**src/rtl/multdiv_pkg.sv**
```systemverilog
`default_nettype none
// ============================================================================
//  Module      : multdiv_pkg
//  Description : Shared types and constants for the sequential signed
//                multiply/divide unit (multdiv_seq and its sub-modules).
//                  - state_t : controller states
//                  - op_t    : operation selected on a start pulse
//  Revision    : 1.0 - initial release
// ============================================================================
package multdiv_pkg;

    localparam int MULTDIV_WIDTH = 32;
    // One shift/add or shift/subtract step per operand bit.
    localparam int MULTDIV_ITERS = MULTDIV_WIDTH;

    typedef enum logic [1:0] {
        IDLE    = 2'd0,
        MUL_RUN = 2'd1,
        DIV_RUN = 2'd2,
        DONE    = 2'd3
    } state_t;

    typedef enum logic {
        OP_MUL = 1'b0,
        OP_DIV = 1'b1
    } op_t;

endpackage : multdiv_pkg
`default_nettype wire

```
**src/rtl/multdiv_counter.sv**
```systemverilog
`default_nettype none
// ============================================================================
//  Module      : multdiv_counter
//  Description : Iteration counter for multdiv_seq. Synchronous clear
//                (reset or start), counts while enabled, flags the last
//                iteration (count == WIDTH-1).
//  Ports       : clk   - clock
//                rst   - synchronous active-high reset
//                i_clr - synchronous clear (new operation starting)
//                i_en  - advance one iteration
//                o_tc  - terminal count: current iteration is the last
//  Revision    : 1.0 - initial release
// ============================================================================
module multdiv_counter
    import multdiv_pkg::*;
#(
    parameter int WIDTH = MULTDIV_ITERS
) (
    input  logic clk,
    input  logic rst,
    input  logic i_clr,
    input  logic i_en,
    output logic o_tc
);

    localparam int c_CNT_W = $clog2(WIDTH) + 1;

    logic [c_CNT_W-1:0] r_count;

    always_ff @(posedge clk) begin
        if (rst || i_clr) begin
            r_count <= '0;
        end else if (i_en) begin
            r_count <= r_count + 1'b1;
        end
    end

    assign o_tc = (r_count == c_CNT_W'(WIDTH - 1));

endmodule : multdiv_counter
`default_nettype wire

```
**src/rtl/multdiv_seq.sv**
```systemverilog
`default_nettype none
// ============================================================================
//  Module      : multdiv_seq
//  Description : Sequential signed multiply / divide unit. Magnitudes are
//                latched on a start pulse; one shift-and-add (MULT) or
//                restoring shift-subtract (DIV) step per cycle; the sign is
//                applied at the end. Result/exception are registered and
//                qualified by a one-cycle data_resultRDY pulse.
//  Ports       : clock, reset (sync, active-high)
//                data_operandA/B   - signed operands, sampled on start only
//                ctrl_MULT/ctrl_DIV- start pulses (MULT wins if both)
//                data_result       - product low half or quotient
//                data_exception    - overflow / divide-by-zero
//                data_resultRDY    - one-cycle result-valid pulse
//                busy              - operation in flight (up to RDY cycle)
//  Config      : MULTDIV_EARLY_TERM_EN - when defined, MULT finishes as
//                soon as the remaining multiplier magnitude is zero.
//  Revision    : 1.0 - initial release
// ============================================================================
module multdiv_seq
    import multdiv_pkg::*;
#(
    parameter int WIDTH = MULTDIV_WIDTH
) (
    input  logic             clock,
    input  logic             reset,
    input  logic [WIDTH-1:0] data_operandA,
    input  logic [WIDTH-1:0] data_operandB,
    input  logic             ctrl_MULT,
    input  logic             ctrl_DIV,
    output logic [WIDTH-1:0] data_result,
    output logic             data_exception,
    output logic             data_resultRDY,
    output logic             busy
);

    state_t             r_state;
    logic               r_sign;
    logic [WIDTH-1:0]   r_a;       // dividend magnitude, shifted out MSB-first
    logic [WIDTH:0]     r_b;       // multiplier (shifted right) / divisor
    logic [2*WIDTH-1:0] r_mcand;   // multiplicand, shifted left each step
    logic [2*WIDTH-1:0] r_acc;     // product, or {remainder, quotient}
    logic [WIDTH-1:0]   r_result;
    logic               r_exc;
    logic               r_rdy;
    logic               r_busy;

    // ---------------- start / operand magnitudes ----------------
    logic             w_start;
    op_t              w_op;
    logic [WIDTH:0]   w_a_ext;
    logic [WIDTH:0]   w_b_ext;
    logic [WIDTH:0]   w_abs_a;
    logic [WIDTH:0]   w_abs_b;

    assign w_start = ctrl_MULT | ctrl_DIV;
    assign w_op    = ctrl_MULT ? OP_MUL : OP_DIV;

    // One extra bit so |MIN_INT| is representable without wrapping.
    assign w_a_ext = {data_operandA[WIDTH-1], data_operandA};
    assign w_b_ext = {data_operandB[WIDTH-1], data_operandB};
    assign w_abs_a = data_operandA[WIDTH-1] ? -w_a_ext : w_a_ext;
    assign w_abs_b = data_operandB[WIDTH-1] ? -w_b_ext : w_b_ext;

    // ---------------- iteration counter ----------------
    logic w_run;
    logic w_tc;

    assign w_run = (r_state == MUL_RUN) || (r_state == DIV_RUN);

    multdiv_counter #(
        .WIDTH (WIDTH)
    ) u_counter (
        .clk   (clock),
        .rst   (reset),
        .i_clr (w_start),
        .i_en  (w_run),
        .o_tc  (w_tc)
    );

    // ---------------- multiply step ----------------
    logic [2*WIDTH-1:0] w_mul_acc;
    logic [2*WIDTH-1:0] w_prod_s;
    logic [WIDTH:0]     w_prod_hi;
    logic               w_mul_ovf;
    logic               w_mul_last;

    assign w_mul_acc = r_acc + (r_b[0] ? r_mcand : '0);
    assign w_prod_s  = r_sign ? -w_mul_acc : w_mul_acc;
    // Overflow when the upper half is not a pure sign extension of bit WIDTH-1.
    assign w_prod_hi = w_prod_s[2*WIDTH-1:WIDTH-1];
    assign w_mul_ovf = ~((&w_prod_hi) | ~(|w_prod_hi));

`ifdef MULTDIV_EARLY_TERM_EN
    // Stop once no multiplier bits remain above the one consumed this cycle.
    assign w_mul_last = w_tc | (r_b[WIDTH:1] == '0);
`else
    assign w_mul_last = w_tc;
`endif

    // ---------------- divide step (restoring) ----------------
    logic [WIDTH-1:0] w_rem_sh;
    logic [WIDTH:0]   w_diff;
    logic             w_qbit;
    logic [WIDTH-1:0] w_rem_nx;
    logic [2*WIDTH-1:0] w_div_acc;
    logic [WIDTH-1:0] w_quot;
    logic [WIDTH-1:0] w_quot_s;
    logic             w_div_zero;

    // Remainder always stays below the divisor, so WIDTH bits hold the shift.
    assign w_rem_sh  = {r_acc[2*WIDTH-2:WIDTH], r_a[WIDTH-1]};
    assign w_diff    = {1'b0, w_rem_sh} - r_b;
    assign w_qbit    = ~w_diff[WIDTH];
    assign w_rem_nx  = w_qbit ? w_diff[WIDTH-1:0] : w_rem_sh;
    assign w_div_acc = {w_rem_nx, r_acc[WIDTH-2:0], w_qbit};
    assign w_quot    = w_div_acc[WIDTH-1:0];
    assign w_quot_s  = r_sign ? -w_quot : w_quot;
    assign w_div_zero = (r_b == '0);

    // ---------------- controller / datapath registers ----------------
    always_ff @(posedge clock) begin
        if (reset) begin
            r_state  <= IDLE;
            r_sign   <= 1'b0;
            r_a      <= '0;
            r_b      <= '0;
            r_mcand  <= '0;
            r_acc    <= '0;
            r_result <= '0;
            r_exc    <= 1'b0;
            r_rdy    <= 1'b0;
            r_busy   <= 1'b0;
        end else if (w_start) begin
            // A start in any state aborts whatever was running.
            r_state  <= (w_op == OP_MUL) ? MUL_RUN : DIV_RUN;
            r_sign   <= data_operandA[WIDTH-1] ^ data_operandB[WIDTH-1];
            r_a      <= w_abs_a[WIDTH-1:0];
            r_b      <= w_abs_b;
            r_mcand  <= {{(WIDTH-1){1'b0}}, w_abs_a};
            r_acc    <= '0;
            r_rdy    <= 1'b0;
            r_busy   <= 1'b1;
        end else begin
            case (r_state)
                MUL_RUN: begin
                    r_acc   <= w_mul_acc;
                    r_mcand <= r_mcand << 1;
                    r_b     <= r_b >> 1;
                    if (w_mul_last) begin
                        r_state  <= DONE;
                        r_result <= w_prod_s[WIDTH-1:0];
                        r_exc    <= w_mul_ovf;
                        r_rdy    <= 1'b1;
                    end
                end
                DIV_RUN: begin
                    r_acc <= w_div_acc;
                    r_a   <= r_a << 1;
                    if (w_tc) begin
                        r_state <= DONE;
                        r_rdy   <= 1'b1;
                        if (w_div_zero) begin
                            r_result <= '0;
                            r_exc    <= 1'b1;
                        end else begin
                            r_result <= w_quot_s;
                            // Positive quotient with MSB set: MIN_INT / -1.
                            r_exc    <= ~r_sign & w_quot[WIDTH-1];
                        end
                    end
                end
                DONE: begin
                    r_state <= IDLE;
                    r_rdy   <= 1'b0;
                    r_busy  <= 1'b0;
                end
                default: begin
                    r_state <= IDLE;
                    r_rdy   <= 1'b0;
                    r_busy  <= 1'b0;
                end
            endcase
        end
    end

    assign data_result    = r_result;
    assign data_exception = r_exc;
    assign data_resultRDY = r_rdy;
    assign busy           = r_busy;

endmodule : multdiv_seq
`default_nettype wire
```
**config.mk**
```make
export PLATFORM = sky130hd
export DESIGN_NAME = multdiv_seq
export DESIGN_NICKNAME = d
export VERILOG_FILES = /design/src/rtl/multdiv_pkg.sv /design/src/rtl/multdiv_counter.sv /design/src/rtl/multdiv_seq.sv
export SDC_FILE = /design/constraint.sdc
export NUM_CORES = 1
export LEC_CHECK = 0
export CAP_MARGIN = 10
export CORE_ASPECT_RATIO = 0.7
export CORE_UTILIZATION = 30
export CTS_BUF_LIST = sky130_fd_sc_hd__clkbuf_4 sky130_fd_sc_hd__clkbuf_8
export CTS_CLUSTER_SIZE = 14
export DETAILED_ROUTE_END_ITERATION = 10
export PLACE_DENSITY = 0.5
export SYNTH_ARGS = -nofsm -noshare
export SYNTH_HDL_FRONTEND = slang
export SYNTH_SLANG_ARGS = --single-unit
```
**constraint.sdc**
```tcl
create_clock -name clock -period 7 [get_ports clock]
set_input_delay 0.7 -clock clock [delete_from_list [all_inputs] [get_ports clock]]
set_output_delay 0.7 -clock clock [all_outputs]
set_load 0.03 [all_outputs]
```
==> results of run 1 <==
==> worst max-delay path, delay by kind of cell, from the launching register on <==
kind	cells	cell delay (ns)
adder cells (fa/ha/maj)	1	0.33
AND/OR/NAND/NOR	7	2.18
XOR/XNOR	1	0.22
AO/OA/AOI/OAI	9	2.84
buffers and inverters	1	0.26
flip-flops	1	0.55
==> how the worst max path moves through the flow <==
stage	startpoint	endpoint	cells after the start
2_1_floorplan	r_a[31]	data_result[30]	29
3_3_place_gp	r_b[0]	data_exception	17
3_5_place_dp	r_b[0]	data_exception	17
4_1_cts	r_b[0]	data_exception	17
5_1_grt	r_b[0]	data_result[28]	27
6_report	r_b[0]	data_exception	19
==> logic make-up after synthesis <==
kind of cell | count (synthesis)
fa+ha+maj | 104
mux | 144
flops | 237
compound gates | 841
buf+inv | 244
xor+xnor | 201
simple gates | 942
==> layout make-up <==
type / instances / area (µm²)
Multi-Input combinational cell: 2232 / 14700
Timing Repair Buffer: 148 / 1360
Tap cell: 891 / 1110
Antenna cell: 1 / 2.50
Clock inverter: 14 / 224
Inverter: 84 / 315
Fill cell: 7069 / 43400
Clock buffer: 64 / 825
Sequential cell: 237 / 4750
==> state kept, by name (all words and copies together), names as in the netlist <==
signal and count:
busy 1, data_exception 1, data_result 32, data_resultRDY 1, r_a 32, r_acc 64
r_b 33, r_mcand 64, r_sign 1, r_state 2, u_counter.r_count 6
==> report_power, final <==
group	switching (W)	internal (W)	leakage, nW
Sequential	0.0000675	0.00140	1.94
Clock	0.000696	0.000947	0.545
Combinational	0.000471	0.000307	6.46
Total	0.00123	0.00266	8.95
==> per-layer routing <==
metal  vias to the layer above  track usage [%]
li1                      10000                -
met1                      9835             36.4
met2                       645             27.5
met3                        70             3.50
met4                         2             4.72
met5                         -                0
==> stage by stage <==
step | util [%] | area [µm²] | setup WS (ns) | hold slack [ns] | cells
6_report | 34.9 | 23300 | 0.453 | 0.472 | 3671
5_1_grt | 34.9 | 23300 | 0.00649 | 0.525 | 3671
4_1_cts | 34.9 | 23300 | 0.227 | 0.475 | 3670
3_5_place_dp | 33.3 | 22200 | 0.293 | 0.466 | 3592
3_3_place_gp | 33.3 | 22200 | 0.296 | 0.456 | 3592
2_1_floorplan | - | 20300 | 0.959 | 0.448 | 2713
==> layout by cell type, fill, tap and decap left out, types with 84 or more instances in the layout <==
master	instances
nor2_1	302
dfxtp_1	235
clkdlybuf4s50_1	101
o21ai_0	163
nand2_1	194
ha_1	100
inv_1	84
xor2_1	99
a21oi_1	231
xnor2_1	101
mux2i_1	142
==> metrics.yaml, run 1 <==
run_status:
  status: "finished, final reports clean"
hold_path:
  hp-start: "r_a[0]"
  hold_path.class: "reg2reg"
  holdPathStages: 2
  min_to: "r_a[0]"
sta:
  finalSetupViolations: 0
  hold_viol_final: 0
  maxSlewViolCount: 0
  rsz0062_at_grt: "false"
  tightestPinTransition_ns: 1.17
  max_freq_mhz: 153
  finClkSkew_ns: 0.0343
  maxSlewHeadroom_pct: 21.6
  period_minus_slack_ns: 6.55
  finalSetupTns_ns: 0
  fin_crit_sh_pct: 93.5
cts:
  cts.sinks: 237
  cts_buffer_depth: 3
  post_cts_buffers: 0
  h-tree-depth: 2
  cts_made_buffers: 45
  cts_resized: 0
  clock_latency_ns: 0.66
  cts-root-buf: "clkbuf_8"
  hold_buffers: 0
  cts_tree: "yes"
  clk_pin_slew_ns: 0.06
synth:
  synth_area_um2: 20300
  synth_edf_count: 0
  synth-xor-area-share_pct: 8.67
  synth-compound-area-share_pct: 27.1
  yosysMostFrequentCell: "nor2_1"
  synth_fp_nets: 2885
  synthSimpleGateAreaFrac_pct: 22.7
  synthAdderAreaFrac_pct: 6.48
  avgSynthCellArea_um2: 7.48
  ys.flop_type: "dfxtp_1"
  synth_common_cells: "304 x nor2_1, 237 x dfxtp_1, 231 x a21oi_1"
  synth_top_family_by_area: "compound AO/OA/AOI/OAI gates"
  synth-seq-area-share_pct: 23.4
  synth_warnings: 0
  synth_cell_types: 84
  async_flop_share_pct: 0
  netlist_instances: 2713
  synth.area.mux_share_pct: 7.11
  ys_seq_elements: 237
  synth_top_area_cell: "dfxtp_1"
  netlist_top_cells_area: "dfxtp_1 23%, mux2i_1 7.0%, ha_1 6.3%"
  yosysTopAreaCellShare_pct: 23.4
worst_setup_path:
  r2r-end: "data_exception"
  cp-end-kind: "flip-flop"
  critical_path.max_fanout: 15
  cp.arrival_ns: 7.03
  max_stage_delay_ns: 0.61
  cp.required_ns: 7.48
  rrSetupSlack_ns: 0.45
  reg2reg_from: "r_b[0]"
  path_cells: "buf_4 > and2_1 > ha_1 > a21o_1 > a31o_2 > a211oi_1 > o21bai_1 > o21ai_1 > a31oi_1 > a31o_2 > a211oi_1 > a21oi_1 > xor2_1 > or3_1 > or4b_1 > and3_4 > or4_4 > nor4_2 > nor4_1"
  critical_path_class: "reg2reg"
  rr_worst_depth: 19
  cp-start-kind: "flip-flop"
  cpMaxStageDelayCell: "a211oi_1"
routing:
  detail-route-antenna-nets: 0
  wl_met2_mm: 27.0
  viasPerCell: 5.60
  via_count: 20600
  drc_errors: 0
  drt-met1-wl_mm: 42.4
  initialDrtViolationCount: 1704
  wirelength_mm: 76.3
  wl_met3_mm: 5.54
  first_pass_iters: 5
  routedWlPerCell_um: 20.8
  top_layer: "met5"
finish:
  nNetsFinal: 2920
  drive_gt1_share_pct: 6.59
  syn2layout_area_growth_pct: 14.7
power_and_ir_drop:
  power_w: 0.00389
  leakagePower_nw: 8.95
  ir_worst_vdd_mv: 0.102
  p_per_area_nw_per_um2: 167
die:
  start_util_pct: 30.4
  die_width_um: 313
  dieArea_um2: 68700
  core_area_um2: 66700
  die_y_um: 220
  fp-row-count: 79
  io_pins: 103
grt:
  grt_max_degree: 97
  antenna_found_initial: 6
  grt_pass1_wl_mm: 117
  grt_pass1_vias: 18900
  grt_usage_pct: 21.8
  grt_overflow: 0
job:
  drv_cap: 0
placed_design:
  dpl.hpwl_mm: 59.1
  place_congestion: 0.904
  port-buffer-count: 102
Power figures use the tool's default switching activity.
==> run 2: changes to the inputs <==
--- a/config.mk
+++ b/config.mk
@@ -8,7 +8,7 @@
 export CAP_MARGIN = 10
 export CORE_ASPECT_RATIO = 0.7
 export CORE_UTILIZATION = 30
-export CTS_BUF_LIST = sky130_fd_sc_hd__clkbuf_4 sky130_fd_sc_hd__clkbuf_8
+export CTS_BUF_LIST = sky130_fd_sc_hd__clkbuf_8
 export CTS_CLUSTER_SIZE = 14
 export DETAILED_ROUTE_END_ITERATION = 10
 export PLACE_DENSITY = 0.5
==> metrics.yaml, run 2 (same netlist as run 1, synthesis figures left out) <==
finish:
  final_cell_mix: "302 x nor2_1, 235 x dfxtp_1, 231 x a21oi_1"  # unchanged
  multi_input_comb_area_um2: 14700  # unchanged
  syn2layout_area_growth_pct: 14.5  # was 14.7%
  nNetsFinal: 2920  # unchanged
  drive_gt1_share_pct: 6.26  # was 6.59%
  seqCellArea_um2: 4750  # unchanged
  fin_area_um2: 23300  # about the same
  final_cells: 3671  # unchanged
  fill_cells: 7071  # was 7,069
  final_common_cell: "nor2_1"  # unchanged
  biggestRegsByFlops: "r_acc (64), r_mcand (64), r_b (33)"  # unchanged
cts:
  cts_tree: "yes"  # unchanged
  cts.sinks: 237  # unchanged
  cts_made_buffers: 45  # unchanged
  clock_latency_ns: 0.66  # about the same
  hold_buffers: 0  # unchanged
  cts_buffer_depth: 3  # unchanged
  h-tree-depth: 2  # unchanged
  cts-root-buf: "clkbuf_8"  # unchanged
  clk_pin_slew_ns: 0.06  # about the same
sta:
  period_minus_slack_ns: 6.53  # was 6.55 ns
  finalSetupTns_ns: 0  # unchanged
  maxSlewViolCount: 0  # unchanged
  max_freq_mhz: 153  # about the same
  fin_crit_sh_pct: 93.3  # was 93.5%
  finalSetupViolations: 0  # unchanged
  maxSlewHeadroom_pct: 19.4  # was 21.6%
  rsz0062_at_grt: "false"  # unchanged
  hold_viol_final: 0  # unchanged
  finClkSkew_ns: 0.0397  # was 0.0343 ns
  setup_ws_ns: 0.466  # was 0.453 ns
  tightestPinTransition_ns: 1.20  # was 1.17 ns
job:
  drv_cap: 0  # unchanged
placed_design:
  port-buffer-count: 102  # unchanged
  dpl-instance-area_um2: 22200  # unchanged
  dpl.hpwl_mm: 59.1  # unchanged
  pre_cts_ws_ns: 0.293  # unchanged
  dp_cells: 3592  # unchanged
  place_congestion: 0.904  # unchanged
power_and_ir_drop:
  leakagePower_nw: 8.95  # about the same
  ir_worst_vdd_mv: 0.103  # was 0.102 mV
  p_per_area_nw_per_um2: 166  # was 167 nW/µm²
  power_w: 0.00385  # was 0.00389 W
routing:
  detail-route-antenna-nets: 0  # unchanged
  via_count: 20500  # was 20,600
  drc_errors: 0  # unchanged
  wirelength_mm: 76.3  # about the same
  initialDrtViolationCount: 1766  # was 1,704
  routedWlPerCell_um: 20.8  # about the same
  first_pass_iters: 7  # was 5
  viasPerCell: 5.59  # was 5.60
run_status:
  status: "finished, final reports clean"  # unchanged
grt:
  grt_pass1_vias: 18900  # unchanged
  grt_usage_pct: 21.8  # about the same
  grt_overflow: 0  # unchanged
  grt_max_degree: 97  # unchanged
  antenna_found_initial: 6  # unchanged
  grt_pass1_wl_mm: 117  # about the same
worst_setup_path:
  critical_path.max_fanout: 15  # unchanged
  cp.required_ns: 7.48  # about the same
  critical_path_class: "reg2reg"  # unchanged
  cp.arrival_ns: 7.02  # was 7.03 ns
  cp-end-kind: "flip-flop"  # unchanged
  cp-start-kind: "flip-flop"  # unchanged
die:
  start_util_pct: 30.4  # unchanged
  fp-row-count: 79  # unchanged
  dieArea_um2: 68700  # unchanged
  die_width_um: 313  # unchanged
  io_pins: 103  # unchanged
  die_y_um: 220  # unchanged
  core_area_um2: 66700  # unchanged
hold_path:
  hold_path.class: "reg2reg"  # unchanged
[run 2: worst max-delay path: stages (launching register included)]
cell      delay, ns
dfxtp_2        0.55
buf_4          0.26
and2_1         0.17
ha_1           0.33
a21o_1         0.21
a31o_2         0.27
a211oi_1       0.61
o21bai_1       0.24
o21ai_1        0.32
a31oi_1        0.21
a31o_2         0.31
a211oi_1       0.45
a21oi_1        0.20
xor2_1         0.22
or3_1          0.42
or4b_1         0.51
and3_4         0.21
or4_4          0.52
nor4_2         0.27
nor4_1         0.08
[run 2: final timing paths]
| path | from | to | slack [ns] | cells past startpoint |
|---|---|---|---|---|
| worst max-delay path | r_b[0] | data_exception | 0.47 | 19 |
| worst min-delay path | r_a[0] | r_a[0] | 0.47 | 2 |
| worst max register to register | r_b[0] | data_exception | 0.47 | 19 |
| worst min register to register | r_a[0] | r_a[0] | 0.47 | 2 |
[run 2: metrics by stage]
step / hold slack [ns] / utilization, %
after floorplan: 0.448 / -
after global placement: 0.456 / 33.3
after detailed placement: 0.466 / 33.3
after CTS: 0.475 / 34.8
after global routing: 0.525 / 34.9
final: 0.471 / 34.9
[run 2: final cells by class]
cell class / instances / area share, %
Inverter: 84 / 1.36
Antenna cell: 1 / 0.0108
Clock inverter: 23 / 1.11
Timing Repair Buffer: 148 / 5.86
Clock buffer: 55 / 3.26
Multi-Input combinational cell: 2232 / 63.2
Sequential cell: 237 / 20.4
Tap cell: 891 / 4.79
[run 2: timing repair]
action                     in CTS  in global routing
setup endpoints to repair       0                  4
setup buffers                   0                  0
resized for setup               0                  3
[run 2: per-layer routing]
layer  GRT usage, %  vias up  share of wire (%)
li1               -    10000                  -
met1           36.4     9805                 56
met2           27.5      623                 35
met3           3.52       68                7.1
met4           4.72        2                1.6
met5              0        -              0.014
[run 2: power by group]
part	internal (W)	switching, W	total (W)
combinational	0.000307	0.000471	0.000779
sequential	0.00140	0.0000675	0.00147
clock	0.000899	0.000700	0.00160
total	0.00261	0.00124	0.00385
==> variant (settings of run 1) <==
Encoding of `state_t`: now one-hot (4 bits for 4 states).
--- a/src/rtl/multdiv_pkg.sv
+++ b/src/rtl/multdiv_pkg.sv
@@ -15,7 +15,7 @@
 
-    typedef enum logic [1:0] {
-        IDLE    = 2'd0,
-        MUL_RUN = 2'd1,
-        DIV_RUN = 2'd2,
-        DONE    = 2'd3
+    typedef enum logic [3:0] {
+        IDLE    = 4'b0001,
+        MUL_RUN = 4'b0010,
+        DIV_RUN = 4'b0100,
+        DONE    = 4'b1000
     } state_t;
Function: no difference found for any inputs over 10 cycles, from zero or initial values and one cycle with reset high; not proved beyond that.
==> variant against run 1 <==
The flow now finishes with violations (DRC); critical path type unchanged; clock power is 4% lower; power is 2.3% lower; first-iteration DRC count is 21% higher; worst setup slack better by 52 ps; synthesized area is 1.5% higher; fmax is 0.79% higher; sequential share of layout area is 0.098 points lower; wire length is 3.7% higher; critical path depth is 1 higher; highest routed layer unchanged; sequential cell count is 2 higher; design area is 1.3% higher.
==> variant: results (changes against run 1) <==
metric,value,unit,change
multiplexer area fraction after synthesis,3.57,%,-3.5 points
"delay-heaviest family, CP",simple AND/OR/NAND/NOR gates,,
first-pass GRT wire length,121,mm,+3.1%
leading post-synthesis cells by cell area,"dfxtp_1 23%, nand2_1 6.3%, ha_1 6.1%",,
Synth top cells by count,"344 x nand2_1, 241 x a21oi_1, 240 x nor2_1",,
pin count of the biggest net entering global routing,136,,+40%
dpl cells,3675,,+2.3%
Reg power frac,38.7,%,+0.9 points
Ant. Diodes,0,,-1
XOR/XNOR share of the synthesized area,8.37,%,-0.30 points
crit-path max FO,14,,-1
met2 WL,28.5,mm,+5.5%
failing checks,DRC,,
drt pass-1 iters,8,,+3
DP HPWL,61.0,mm,+3.3%
adder-cell share of the synthesized area,6.27,%,-0.22 points
Clock group,1.58,mW,-4%
headroom to the max-slew limit,25.7,%,+4.1 points
initial antenna violation count,1,,-5
r2r setup slk,500,ps,+50 ps
routability cong.,0.954,,+5.6%
DR DRC count,1,,+1
hold path endpoint,r_mcand[63],,
Critical Path Max Stage Delay,640,ps,+30 ps
Leak,8.57,nW,-4.2%
CP arrival,6980,ps,-50 ps
Hold Path Origin,r_mcand[63],,
clock skew,27.6,ps,-6.79 ps
Mean Syn Cell Area,7.35,um2,-1.7%
P_int,2.63,mW,-1.2%
share of layout cells above drive strength 1,7.27,%,+0.68 points
FF-to-FF path depth,20,,+1
post-synthesis sequential area ratio,23.2,%,-0.15 points
Vias/cell,5.70,,+1.7%
pre-CTS WS,425,ps,+131 ps
Fillers,7155,,+1.2%
vias in the first global route,19742,,+4.7%
outcome,"finished, violations left",,
wire length on met3,5.30,mm,-4.3%
GRT Total Usage,22.0,%,+0.18 points
WHS,459,ps,-12.2 ps
complex-gate fraction of the synthesized area,29.4,%,+2.3 points
synth unique cells,86,,+2.4%
DR vias,21402,,+4.0%
cts bufs inserted,44,,-2.2%
-- variant: worst max path at each step --
| stage | endpoint | slack, ps | cells after the start |
|---|---|---|---|
| after floorplan | data_exception | 880 | 21 |
| after global placement | data_exception | 450 | 19 |
| after detailed placement | data_exception | 420 | 20 |
| after CTS | data_exception | 400 | 20 |
| after global routing | data_exception | 40 | 22 |
| final | data_exception | 500 | 20 |
-- variant: cell type report --
class | count | area, um2 | area share (%)
Clock inverter | 10 | 178 | 0.753
Multi-Input combinational cell | 2310 | 14900 | 63.2
Sequential cell | 239 | 4790 | 20.3
Tap cell | 891 | 1110 | 4.72
Timing Repair Buffer | 167 | 1520 | 6.44
Clock buffer | 68 | 830 | 3.52
Inverter | 68 | 255 | 1.08
-- variant: per-layer routing --
layer | GRT usage, % | vias up
met5 | 0 | -
li1 | - | 10401
met1 | 37.6 | 10258
met4 | 4.12 | 2
met2 | 27.3 | 662
met3 | 3.22 | 79
